[src/rtl/muldiv_unit.sv]
// rtl/muldiv_unit.sv - Iterative RV32M multiply/divide execution unit
//
// Radix-2 shift-add multiply and restoring divide, one iteration per cycle.
// Ports:
//   clk_i, rst_n_i   clock, asynchronous active-low reset
//   flush_i          synchronous abort of any in-flight operation
//   valid_i/ready_o  request handshake (funct3_i, op_a_i, op_b_i)
//   valid_o/ready_i  result handshake (result_o, registered)
module muldiv_unit #(
    parameter int XLEN          = 32,
    parameter bit EARLY_SPECIAL = 1'b1
) (
    input  logic            clk_i,
    input  logic            rst_n_i,
    input  logic            flush_i,
    input  logic            valid_i,
    output logic            ready_o,
    input  logic [2:0]      funct3_i,
    input  logic [XLEN-1:0] op_a_i,
    input  logic [XLEN-1:0] op_b_i,
    output logic            valid_o,
    input  logic            ready_i,
    output logic [XLEN-1:0] result_o
);

    localparam int            CW       = $clog2(XLEN);
    localparam logic [CW-1:0] CNT_INIT = CW'(XLEN - 1);

    typedef enum logic [1:0] {S_IDLE, S_CALC, S_FIX, S_DONE} state_t;

    state_t              state_q, state_d;
    logic [CW-1:0]       cnt_q;
    logic [2:0]          f3_q;
    logic                a_neg_q, neg_q, div0_q;
    logic [XLEN-1:0]     opnd_q;      // multiplicand or divisor magnitude
    logic [2*XLEN-1:0]   acc_q;       // mul: {product hi, multiplier/product lo}; div: {remainder, quotient}
    logic [XLEN-1:0]     result_q;

    // Request decode on the raw inputs, used only in the acceptance cycle.
    logic            accept;
    logic            is_div_in, a_signed_in, b_signed_in, a_neg_in, b_neg_in;
    logic            div0_in, ovf_in, special_in;
    logic [XLEN-1:0] a_mag_in, b_mag_in, special_res;

    always_comb begin
        is_div_in   = funct3_i[2];
        a_signed_in = (funct3_i == 3'b001) || (funct3_i == 3'b010) ||
                      (funct3_i == 3'b100) || (funct3_i == 3'b110);
        b_signed_in = (funct3_i == 3'b001) || (funct3_i == 3'b100) || (funct3_i == 3'b110);
        a_neg_in    = a_signed_in && op_a_i[XLEN-1];
        b_neg_in    = b_signed_in && op_b_i[XLEN-1];
        a_mag_in    = a_neg_in ? -op_a_i : op_a_i;
        b_mag_in    = b_neg_in ? -op_b_i : op_b_i;
        div0_in     = is_div_in && (op_b_i == '0);
        ovf_in      = is_div_in && !funct3_i[0] &&
                      (op_a_i == {1'b1, {(XLEN-1){1'b0}}}) && (op_b_i == '1);
        special_in  = EARLY_SPECIAL && (div0_in || ovf_in);
        // funct3_i[1] distinguishes remainder from quotient.
        if (div0_in) special_res = funct3_i[1] ? op_a_i : '1;
        else         special_res = funct3_i[1] ? '0 : op_a_i;
    end

    assign accept = (state_q == S_IDLE) && valid_i && !flush_i;

    // One iteration of the selected algorithm.
    logic [XLEN-1:0]   acc_hi, acc_lo;
    logic [XLEN:0]     mul_sum, div_shift, div_trial;
    logic [2*XLEN-1:0] acc_step;

    always_comb begin
        acc_hi    = acc_q[2*XLEN-1:XLEN];
        acc_lo    = acc_q[XLEN-1:0];
        mul_sum   = {1'b0, acc_hi} + (acc_lo[0] ? {1'b0, opnd_q} : '0);
        div_shift = {acc_hi, acc_lo[XLEN-1]};
        div_trial = div_shift - {1'b0, opnd_q};
        if (f3_q[2]) begin
            // The partial remainder stays below the divisor, so whenever the
            // shifted value overflows XLEN bits the trial subtraction succeeds.
            if (!div_trial[XLEN]) acc_step = {div_trial[XLEN-1:0], acc_lo[XLEN-2:0], 1'b1};
            else                  acc_step = {div_shift[XLEN-1:0], acc_lo[XLEN-2:0], 1'b0};
        end else begin
            acc_step = {mul_sum, acc_lo[XLEN-1:1]};
        end
    end

    // Sign correction and field select.
    logic [2*XLEN-1:0] prod_fix;
    logic [XLEN-1:0]   quot_fix, rem_fix, fix_res;

    always_comb begin
        prod_fix = neg_q ? -acc_q : acc_q;
        // A signed divide by zero must still yield all ones, so skip negation.
        quot_fix = (neg_q && !div0_q) ? -acc_lo : acc_lo;
        rem_fix  = a_neg_q ? -acc_hi : acc_hi;
        case (f3_q)
            3'b000:                 fix_res = prod_fix[XLEN-1:0];
            3'b001, 3'b010, 3'b011: fix_res = prod_fix[2*XLEN-1:XLEN];
            3'b100, 3'b101:         fix_res = quot_fix;
            default:                fix_res = rem_fix;
        endcase
    end

    // FSM: state register.
    always_ff @(posedge clk_i or negedge rst_n_i) begin
        if (!rst_n_i) state_q <= S_IDLE;
        else          state_q <= state_d;
    end

    // FSM: next state.
    always_comb begin
        state_d = state_q;
        case (state_q)
            S_IDLE: if (valid_i) state_d = special_in ? S_DONE : S_CALC;
            S_CALC: if (cnt_q == '0) state_d = S_FIX;
            S_FIX:  state_d = S_DONE;
            S_DONE: if (ready_i) state_d = S_IDLE;
            default: state_d = S_IDLE;
        endcase
        if (flush_i) state_d = S_IDLE;
    end

    // FSM: outputs.
    always_comb begin
        ready_o = (state_q == S_IDLE);
        valid_o = (state_q == S_DONE);
    end

    assign result_o = result_q;

    // Datapath registers.
    always_ff @(posedge clk_i or negedge rst_n_i) begin
        if (!rst_n_i) begin
            cnt_q    <= '0;
            f3_q     <= '0;
            a_neg_q  <= 1'b0;
            neg_q    <= 1'b0;
            div0_q   <= 1'b0;
            opnd_q   <= '0;
            acc_q    <= '0;
            result_q <= '0;
        end else if (accept) begin
            f3_q    <= funct3_i;
            a_neg_q <= a_neg_in;
            neg_q   <= a_neg_in ^ b_neg_in;
            div0_q  <= div0_in;
            cnt_q   <= CNT_INIT;
            opnd_q  <= is_div_in ? b_mag_in : a_mag_in;
            acc_q   <= {{XLEN{1'b0}}, (is_div_in ? a_mag_in : b_mag_in)};
            if (special_in) result_q <= special_res;
        end else if (state_q == S_CALC) begin
            acc_q <= acc_step;
            cnt_q <= cnt_q - CW'(1);
        end else if (state_q == S_FIX && !flush_i) begin
            result_q <= fix_res;
        end
    end

endmodule
[config.mk]
export PLATFORM = sky130hd
export DESIGN_NAME = muldiv_unit
export DESIGN_NICKNAME = d
export VERILOG_FILES = /design/src/rtl/muldiv_unit.sv
export SDC_FILE = /design/constraint.sdc
export NUM_CORES = 1
export LEC_CHECK = 0
export ABC_AREA = 0
export ABC_CLOCK_PERIOD_IN_PS = 5600
export CORE_MARGIN = 10
export CORE_UTILIZATION = 45
export CTS_CLUSTER_SIZE = 20
export DETAILED_ROUTE_END_ITERATION = 10
export PLACE_DENSITY_LB_ADDON = 0.12
export REMOVE_ABC_BUFFERS = 1
export SKIP_LAST_GASP = 1
export SLEW_MARGIN = 20
export SYNTH_ARGS = -nofsm -noshare
export SYNTH_HDL_FRONTEND = slang
export SYNTH_SLANG_ARGS = --single-unit
[constraint.sdc]
create_clock -name clk_i -period 5.6 [get_ports clk_i]
set_clock_uncertainty 0.2 [all_clocks]
set_input_delay 1.12 -clock clk_i [delete_from_list [all_inputs] [get_ports clk_i]]
set_output_delay 1.12 -clock clk_i [all_outputs]
set_load 0.02 [all_outputs]
==> results.tsv <==
metric	value	unit
track_usage	0.2722	
dieArea	0.04249	mm²
detailroute.via_count	16465	
hold_start	opnd_q[7]	
drtPass1Iterations	6	
placed_area	0.01691	mm²
min_period	4.225	ns
ios	106	
drt_iter0_markers	1727	
final_util	0.5091	
slew_headroom	0.2460	
grt_pass1_vias	15826	
grt_overflow	0	
finalSetupViolCount	0	
worstPathArrival	4.35	ns
postRouteAntennaNets	0	
syn_inst	2150	
syn_avg_cell_area	7.252	µm²
fin_area	0.01750	mm²
fin_ws	1.375	ns
reg2reg_from	acc_q[31]	
cts_buffer_depth	2	
crit_path_top_delay_cell	o41ai_1	
seq_area_frac_synth	0.2263	
clk_pin_slew	0.06	ns
cts-resized-gates	0	
cp_top_family	simple AND/OR/NAND/NOR gates	
grt_pass1_wl	90710	µm
status	finished clean	
clock-sinks	141	
vias_per_cell	6.301	
n_antenna_cell	0	
io_buffers	105	
fp.dieH	206.1	µm
grt_antenna_before_repair	1	
worstSkewPairLatency	0.45	ns
hold_end	opnd_q[7]	
timing.hold.ws	0.2750	ns
fmax	236.7	MHz
rows	68	
path_class	register to register	
post-place-ws	0.8741	ns
start_util	0.4536	
r2r_end	acc_q[63]	
maxSlewViolCount	0	
hpwl	44790	µm
reg2reg_depth	14	
p_per_area	561.4	mW/mm²
layout_commonest_cell	nand2_1	
clockRootBuffer	clkbuf_16	
hold_viol_final	0	
min_path_cells	2	
p_leak	0.006936	µW
drc	0	
worstPathMaxFanout	17	
final_cell_mix	252 x nand2_1, 249 x o21ai_0, 195 x nor2_1	
nNetsFinal	2296	
rsz0062_at_grt	false	
worst-path-stages	14	
core-area	0.03437	mm²
startpoint_type	register	
tightest_slew	1.131	ns
cap_violations	0	
synth_edf_count	0	
path_cells	inv_1 -> ha_1 -> fa_1 -> nand2b_1 -> a21oi_1 -> o21ai_0 -> o41ai_1 -> buf_4 -> and3_1 -> o21ai_1 -> and2_2 -> buf_12 -> or3_1 -> and4b_1	
yosys_warnings	0	
postCtsHoldBufs	0	
critPathRequiredTime	5.73	ns
place_congestion	0.9776	
netlist_area	0.01559	mm²
hold_class	register to register	
htree_levels	4	
die_w	206.1	µm
critPathCaptureType	register	
area_growth	12.23	%
r2r_slack	1.38	ns
numCtsBuffers	17	
cp_num_buf_inv	3	
ys_types	85	
async_flop_share	1.000	
worst_ir_drop_vdd	0.0002305	V
post_drt_wl_per_cell	22.38	µm
cts_tree	built	
slowest_delay	0.44	ns
drive_above_1_share	0.05375	
finalCritPeriodShare	0.7544	
ys.flop_type	dfrtp_1	
tns	0	ns
ys_seq_elements	141	
wl	58480	µm
postCtsSetupRepairBufs	0	
grt_max_degree	97	
## power by group
part / internal [µW] / leakage, µW / total [µW] / switching, µW
registers: 1430 / 0.00176 / 2200 / 770
logic: 2590 / 0.00489 / 6450 / 3870
clock network: 686 / 0.000287 / 1170 / 486
## area by class of cell
class / count / area (µm²)
fillers: 3461 / 16870
multi-input cells: 1768 / 11150
flip-flops and latches: 141 / 3530
repair buffers: 145 / 1388
well taps: 455 / 569.3
clock buffers: 20 / 466.7
inverters: 73 / 274.0
clock inverters: 11 / 117.6
## Yosys cell counts (all sizes together) (5+ instances only)
| cell | number | area share |
|---|---|---|
| a31oi | 23 | 0.0092 |
| clkbuf | 135 | 0.033 |
| a21o | 34 | 0.016 |
| o31ai | 39 | 0.019 |
| o21ai | 262 | 0.084 |
| xnor2 | 89 | 0.050 |
| maj3 | 18 | 0.012 |
| nor2b | 14 | 0.0056 |
| nor2 | 196 | 0.047 |
| or4 | 17 | 0.0091 |
| ha | 76 | 0.061 |
| or3 | 24 | 0.010 |
| nor4 | 24 | 0.011 |
| nand2 | 252 | 0.061 |
| o211ai | 47 | 0.023 |
| or2 | 9 | 0.0036 |
| mux2i | 58 | 0.037 |
| and2 | 13 | 0.0053 |
| mux2 | 5 | 0.0036 |
| nand4 | 32 | 0.013 |
| nor3 | 60 | 0.019 |
| a221oi | 14 | 0.0083 |
| and3 | 9 | 0.0036 |
| o22ai | 12 | 0.0048 |
| xor2 | 63 | 0.035 |
| nand3 | 43 | 0.014 |
| nand2b | 17 | 0.0068 |
| dfrtp | 141 | 0.23 |
| nand3b | 5 | 0.0024 |
| a21oi | 153 | 0.049 |
| inv | 72 | 0.017 |
| o41ai | 14 | 0.0083 |
| a211oi | 28 | 0.013 |
| a22oi | 20 | 0.0096 |
| o221ai | 17 | 0.0095 |
| o21a | 7 | 0.0034 |
| buf | 33 | 0.010 |
| a2111oi | 5 | 0.0032 |
## worst register-to-register path, cell delays in order, from the launching register on
cell	delay, ns
dfrtp_1	0.34
inv_1	0.16
ha_1	0.27
fa_1	0.42
nand2b_1	0.20
a21oi_1	0.21
o21ai_0	0.26
o41ai_1	0.45
buf_4	0.22
and3_1	0.18
o21ai_1	0.08
and2_2	0.37
buf_12	0.24
or3_1	0.33
and4b_1	0.20
## routing by layer
layer,up-vias,share of wire,GRT usage
met2,693,0.44,0.4183
met3,96,0.074,0.04687
li1,7835,-,-
met5,-,0,0
met1,7841,0.45,0.3726
met4,0,0.034,0.1061
## cell families after synthesis
| group | count (synthesis) | share of synthesized area |
|---|---|---|
| mux | 63 | 0.04085 |
| simple gates | 726 | 0.2184 |
| buf+inv | 241 | 0.06027 |
| fa+ha+maj | 96 | 0.07511 |
| compound gates | 731 | 0.2937 |
| flops | 141 | 0.2263 |
| xor+xnor | 152 | 0.08539 |
## through the flow
step / total power (µW) / instances
after floorplan: 6320 / 1982
after global placement: 8429 / 2582
after detailed placement: 8470 / 2582
after CTS: 9687 / 2613
after global routing: 10550 / 2613
final: 9824 / 2613
## flip-flops by register name, indices dropped and copies added, names as in the netlist
register and flops:
cnt_q 5, neg_q 1, opnd_q 32, state_q 2, div0_q 1, acc_q 64
result_o 32, f3_q 3, a_neg_q 1
## worst max-delay path by stage
stage	startpoint	endpoint	slack, ns
3_3_place_gp	op_b_i[13]	result_o[8]	0.94
2_1_floorplan	valid_i	acc_q[63]	-2.31
5_1_grt	op_b_i[13]	result_o[2]	1.14
4_1_cts	op_a_i[19]	result_o[11]	1.35
6_report	acc_q[31]	acc_q[63]	1.38
3_5_place_dp	op_a_i[19]	result_o[11]	0.87
Power figures use the tool's default switching activity.
